`src/rtl/mem_arbiter.sv`:
```
// Two-requester arbiter in front of a single-port byte memory.
// Round-robin on ties, single-beat writes, single or BURST_LEN-beat reads.
module mem_arbiter #(
  parameter int BURST_LEN = 4,
  parameter int ADDR_W    = 16
) (
  input  logic              clk,
  input  logic              reset,
  input  logic              req0,
  input  logic              req1,
  input  logic              we0,
  input  logic              we1,
  input  logic              burst0,
  input  logic              burst1,
  input  logic [ADDR_W-1:0] addr0,
  input  logic [ADDR_W-1:0] addr1,
  input  logic [7:0]        wdata0,
  input  logic [7:0]        wdata1,
  output logic              ack0,
  output logic              ack1,
  output logic [7:0]        rdata0,
  output logic [7:0]        rdata1,
  output logic              done0,
  output logic              done1,
  output logic [ADDR_W-1:0] mem_addr,
  output logic [7:0]        mem_wdata,
  output logic              mem_read,
  output logic              mem_write,
  input  logic [7:0]        mem_rdata
);

  localparam int BW = (BURST_LEN > 1) ? $clog2(BURST_LEN) : 1;

  typedef enum logic [1:0] {
    ST_IDLE = 2'd0,
    ST_XFER = 2'd1,
    ST_TURN = 2'd2
  } state_t;

  state_t              state_q, state_d;
  logic                owner_q, owner_d;
  logic [ADDR_W-1:0]   base_q, base_d;
  logic                we_q, we_d;
  logic [BW-1:0]       last_q, last_d;
  logic [BW-1:0]       beat_q, beat_d;
  logic                rr_q, rr_d;
  logic [1:0]          ack_q, ack_d;
  logic [1:0]          done_q, done_d;
  logic [7:0]          rdata0_q, rdata0_d;
  logic [7:0]          rdata1_q, rdata1_d;
  logic                grant;
  logic                grant_we;
  logic                grant_burst;

  // rr_q remembers the last core served; a tie goes to the other one.
  assign grant       = (req0 && req1) ? ~rr_q : req1;
  assign grant_we    = grant ? we1 : we0;
  assign grant_burst = grant ? burst1 : burst0;

  always_comb begin
    state_d   = state_q;
    owner_d   = owner_q;
    base_d    = base_q;
    we_d      = we_q;
    last_d    = last_q;
    beat_d    = beat_q;
    rr_d      = rr_q;
    ack_d     = 2'b00;
    done_d    = 2'b00;
    rdata0_d  = rdata0_q;
    rdata1_d  = rdata1_q;
    mem_addr  = '0;
    mem_wdata = 8'h00;
    mem_read  = 1'b0;
    mem_write = 1'b0;

    case (state_q)
      ST_IDLE: begin
        if (req0 || req1) begin
          owner_d = grant;
          base_d  = grant ? addr1 : addr0;
          we_d    = grant_we;
          last_d  = (!grant_we && grant_burst) ? BW'(BURST_LEN - 1) : '0;
          beat_d  = '0;
          rr_d    = grant;
          state_d = ST_XFER;
        end
      end
      ST_XFER: begin
        mem_addr       = base_q + ADDR_W'(beat_q);
        mem_read       = ~we_q;
        mem_write      = we_q;
        mem_wdata      = owner_q ? wdata1 : wdata0;
        ack_d[owner_q] = 1'b1;
        if (!we_q) begin
          if (owner_q) rdata1_d = mem_rdata;
          else         rdata0_d = mem_rdata;
        end
        beat_d = beat_q + BW'(1);
        if (beat_q == last_q) begin
          done_d[owner_q] = 1'b1;
          beat_d          = '0;
          state_d         = ST_TURN;
        end
      end
      ST_TURN: state_d = ST_IDLE;
      default: state_d = ST_IDLE;
    endcase
  end

  always_ff @(posedge clk or posedge reset) begin
    if (reset) begin
      state_q  <= ST_IDLE;
      owner_q  <= 1'b0;
      base_q   <= '0;
      we_q     <= 1'b0;
      last_q   <= '0;
      beat_q   <= '0;
      rr_q     <= 1'b1;
      ack_q    <= 2'b00;
      done_q   <= 2'b00;
      rdata0_q <= 8'h00;
      rdata1_q <= 8'h00;
    end else begin
      state_q  <= state_d;
      owner_q  <= owner_d;
      base_q   <= base_d;
      we_q     <= we_d;
      last_q   <= last_d;
      beat_q   <= beat_d;
      rr_q     <= rr_d;
      ack_q    <= ack_d;
      done_q   <= done_d;
      rdata0_q <= rdata0_d;
      rdata1_q <= rdata1_d;
    end
  end

  assign ack0   = ack_q[0];
  assign ack1   = ack_q[1];
  assign done0  = done_q[0];
  assign done1  = done_q[1];
  assign rdata0 = rdata0_q;
  assign rdata1 = rdata1_q;

endmodule

```
`config.mk`:
```
export PLATFORM = sky130hd
export DESIGN_NAME = mem_arbiter
export DESIGN_NICKNAME = d
export VERILOG_FILES = /design/src/rtl/mem_arbiter.sv
export SDC_FILE = /design/constraint.sdc
export NUM_CORES = 1
export LEC_CHECK = 0
export CORE_UTILIZATION = 25
export CTS_CLUSTER_SIZE = 10
export DETAILED_ROUTE_END_ITERATION = 10
export GPL_ROUTABILITY_DRIVEN = 0
export RECOVER_POWER = 25
export SYNTH_ARGS = -nofsm -noshare
export SYNTH_HDL_FRONTEND = slang
export SYNTH_SLANG_ARGS = --single-unit
```
`constraint.sdc`:
```
create_clock -name clk -period 1.4 [get_ports clk]
set_input_delay 0.14 -clock clk [delete_from_list [all_inputs] [get_ports clk]]
set_output_delay 0.14 -clock clk [all_outputs]
set_load 0.05 [all_outputs]
```
Word-level counts from Yosys, hierarchy flattened
Index checks and enable logic that the tools add are counted.

cells by class
  add/sub/neg operators = 2
  order comparisons = 2
  equal/unequal tests = 4
  multiplexer cells = 21
  bitwise gates (word level) = 3
  reduce and logical (&&, ||, !) cells = 12

operators by type and width
  kind                                                        count
  two-way mux 16 bit                                          2
  adder 16 x 2 -> 16 bit                                      1
  two-way mux 2 bit                                           8
  two-way mux 8 bit                                           2
  one-hot mux 2 bit (2 select lines)                          2
  two-way mux 1 bit                                           6
  AND reduction 2 bit                                         3
  AND reduction 3 bit                                         2
  != test 2 bit, second input constant                        2
  logical AND 1 bit                                           3
  NOT 1 bit                                                   3
  adder 2 x 1 -> 2 bit, second input constant                 1
  equality test 2 x 1 -> 1 bit, second input constant         1
  equality test 2 bit                                         1
  zero test 2 bit                                             1
  less-than comparator 1 x 2 -> 1 bit, second input constant  1
  nonzero test 2 bit                                          1
  demux 1 bit (select 1 bit)                                  1
  greater-or-equal comparator 1 bit, second input constant    1
  zero test 1 bit                                             1
  logical OR 1 bit                                            1

storage, ports and cells
  register bits after elaboration = 45
  output and inout port bits = 46
  word-level logic and storage cells = 55

Logic depth before layout (Yosys ltp)
  word-level depth = 6
  mapped depth = 6
  depth with buffers taken out = 5

Worst setup path before layout
No wires, ideal clock.

  path kind = register -> output
  start = register beat_q[0]
  end = output port mem_addr[12]
  arrival = 2.062 ns
  path slack = -0.802 ns
  cell stages (with the launch flop) = 6
  buffers on the path = 0
  cells stage by stage = dfrtp_1 -> ha_1 -> fa_1 -> nand2_2 -> or3_1 -> a21oi_1

between the ends
  longest elaborated chain between the ends = 2

ends and longest elaborated chain
  what                    line  RTL
  start, declared         45    logic [BW-1:0] beat_q, beat_d;
  start signal, assigned  130   beat_q <= beat_d;
  adder 16 x 2 -> 16 bit  90    mem_addr = base_q + ADDR_W'(beat_q);
  two-way mux 16 bit      77    case (state_q)
  end, declared           25    output logic [ADDR_W-1:0] mem_addr,

Every way passes these cells.

Worst setup path in the final report
  start = register base_q[0]
  end = output port mem_addr[12]

between the ends
  longest elaborated chain between the ends = 2

ends and longest elaborated chain
  what                    line  RTL
  start, declared         42    logic [ADDR_W-1:0] base_q, base_d;
  start signal, assigned  127   base_q <= base_d;
  adder 16 x 2 -> 16 bit  90
  two-way mux 16 bit      77

Every way passes these cells.

==> impl_metrics.yaml <==
detailed_routing:
  ant_nets: 0
  vias_per_cell: 4.64
  vias: 2306
  detail_route.wl_per_cell_um: 15.0
  drt_iter0_drc: 79
  routed_wl_um: 7460
  drc: 0
  first_pass_iters: 4
logic_synthesis:
  synth_cells: 232
  synthAdderAreaFrac_pct: 1.92
  async_flop_share_pct: 100
  synth.area.mux_share_pct: 18.8
  yosys.area_share.simple_pct: 17.0
  yosys.area.top_type_share_pct: 45.8
  synthXorXnorAreaFrac_pct: 4.10
  yosysSeqAreaShare_pct: 47.0
  yosysWarnings: 0
  syn_avg_cell_area_um2: 10.1
  synth_top_family_by_area: "multiplexers"
  synth_seq_cells: 44
  synth_flop_cell: "dfrtp_1"
  yosys-top-cells-area: "dfrtp_1, mux2i_1, mux2_2, o21ai_0, nand2_1"
  synthesis.nets: 299
  netlist_area_mm2: 0.00235
  synth_compound_area_share_pct: 7.78
  ys_types: 32
  synth_edf_count: 0
  synth_area_leader_cell: "dfrtp_1"
power_and_ir_drop:
  swShare_pct: 46.0
  p_leak_nw: 2.06
  power_frac_seq_pct: 17.3
  combPwrFrac_pct: 75.4
  switchingPower_mw: 6.12
  p_clk_share_pct: 7.3
  ir_worst_vdd_uv: 939
  power_density_mw_per_mm2: 2750
  power.total_mw: 13.3
  intPower_mw: 7.19
sta:
  tightest_slew_ps: 569
  period_share_pct: 150
  maxSlewViolCount: 0
  slew_headroom_pct: 62.1
  setup_viol: 42
  rsz0062_at_grt: "true"
  fin_skew_ps: 6.36
  max_freq_mhz: 475
  worst_slack_ps: -703
  holdWs_ps: 463
  min_period_ps: 2100
  hold_viol_final: 0
cells_and_area:
  area_delta_synth_final_pct: 107
  drive_above_1_share_pct: 49.4
  final_common_cell: "clkdlybuf4s50_1"
  fin_nets: 455
  final_cell_area_mm2: 0.00485
  n_antenna_cell: 0
  final_cell_mix: "clkdlybuf4s50_1, buf_4, dfrtp_1, buf_12, nand2_1"
  utilization_pct: 54.5
cts:
  clk_pin_slew_worst_paths_ps: 80
  cts_made_buffers: 5
  clock_latency_ps: 300
  clkSinkCount: 44
  max-clock-path-buffers: 2
  cts_tree: "done"
  htree_levels: 2
  root_buffer: "clkbuf_8"
floorplan:
  die_area_mm2: 0.00978
  start_util_pct: 26.4
  coreArea_mm2: 0.00889
  row_count: 34
  fp.dieW_um: 98.9
  fp.dieH_um: 98.9
  io_pins: 110
global_route:
  antenna_found_initial: 0
  grt_pass1_vias: 2458
  grt_max_degree: 33
  grt-ovfl-total: 0
  grt_usage_pct: 15.6
  grt_pass1_wl_um: 12000
placement:
  dpl.hpwl_um: 5400
  io_buffers: 109
  placed_area_mm2: 0.00424
setup_path:
  cp.required_ps: 1260
  critPathArrivalTime_ps: 1960
  crit_type: "register to output port"
  endpoint_kind: "output port"
  startpoint_type: "register"
  cp_max_fo: 6
flow_run:
  max_cap_viol_count: 0
status:
  outcome: "finished, violations left"
  violations: "negative setup slack"
worst_hold_path:
  hp-class: "primary input to asynchronous set/reset pin"
power by group through the flow:
stage	sequential, mW	combinational [mW]	clock, mW
finish	2.30	10.0	0.970
global placement	2.29	8.49	0
detailed placement	2.33	8.56	0
global route	2.38	10.6	1.04
CTS	2.29	9.88	1.01
floorplan	3.33	4.07	0
cell type report:
| type | count | area (um2) |
|---|---|---|
| fillers | 748 | 4040 |
| repair buffers | 163 | 1830 |
| multi-input cells | 171 | 1660 |
| flip-flops and latches | 44 | 1100 |
| well taps | 108 | 135 |
| clock buffers | 6 | 72.6 |
| clock inverters | 2 | 35.0 |
| inverters | 3 | 11.3 |
synth_stat cells (2+ instances only):
library cell / count
nand2b_1: 3
a21oi_1: 5
clkbuf_1: 7
nand4_1: 5
nand2_1: 24
buf_2: 3
nand3_1: 7
o21ai_0: 23
mux2_2: 16
buf_4: 4
and4_1: 3
or3_1: 3
ha_1: 2
inv_1: 3
dfrtp_1: 43
and2_1: 6
nor2b_1: 2
xnor2_1: 2
a31oi_1: 3
xor2_1: 9
nor2_1: 23
mux2i_1: 26
registers in the layout, indices dropped and copies added, names as in the netlist, 2 cells and up:
name	cells
beat_q	2
base_q	16
rdata0	8
ack_q	2
rdata1	8
done_q	2
state_q	2
worst paths after layout:
| check | depth (start not counted) | slack, ps | to | startpoint |
|---|---|---|---|---|
| min in group clk | 3 | 470 | base_q[11]$_DFFE_PP0P_ | addr0[11] |
| worst min-delay path | 3 | 460 | state_q[1]$_DFFE_PP0P_ | reset |
| max in group asynchronous | 3 | 530 | owner_q$_DFFE_PP0P_ | reset |
| worst max-delay path | 6 | -700 | mem_addr[12] | base_q[0]$_DFFE_PP0P_ |
| worst min register to register | 2 | 500 | base_q[14]$_DFFE_PP0P_ | base_q[14]$_DFFE_PP0P_ |
| worst max register to register | 5 | -170 | rdata1[6]$_DFFE_PP0P_ | state_q[1]$_DFFE_PP0P_ |
critical path, stage by stage, from the launching register on:
cell and delay (ps):
dfrtp_1 400, ha_2 210, fa_2 280, nand2_2 90, or3_4 380, a21oi_4 150, buf_12 150
kinds of logic after synthesis:
logic type,Yosys count
and+or+nand+nor,81
DFF,44
muxes,42
AOI/OAI and AO/OA,34
buffers and inverters,17
xor gates and xnor gates,11
adders and majority gates,3
metrics by stage:
| stage | setup WS, ps | setup TNS (ps) | instances |
|---|---|---|---|
| after floorplan | -409 | -6240 | 232 |
| after global placement | -399 | -5780 | 468 |
| after detailed placement | -454 | -6760 | 468 |
| after CTS | -655 | -12010 | 494 |
| after global routing | -780 | -15450 | 497 |
| final | -703 | -12630 | 497 |
routing by layer:
| layer | share of wire, % | up-vias | GRT usage (%) | wire (um) |
|---|---|---|---|---|
| met5 | 0 | - | 0 | 0 |
| met4 | 2.0 | 0 | 5.40 | 147 |
| met3 | 5.0 | 14 | 2.41 | 372 |
| met2 | 49 | 75 | 27.1 | 3690 |
| met1 | 44 | 1105 | 19.7 | 3250 |
| li1 | - | 1112 | - | - |
repair_timing:
item / in CTS / in global routing
hold buffers: 0 / 0
resized for setup: 53 / 10
pin swaps: 21 / 6
gates cloned: 3 / 0
buffers inserted: 15 / 3
setup endpoints to repair: 28 / 55
Note: power is estimated with default switching activity, not from simulation.
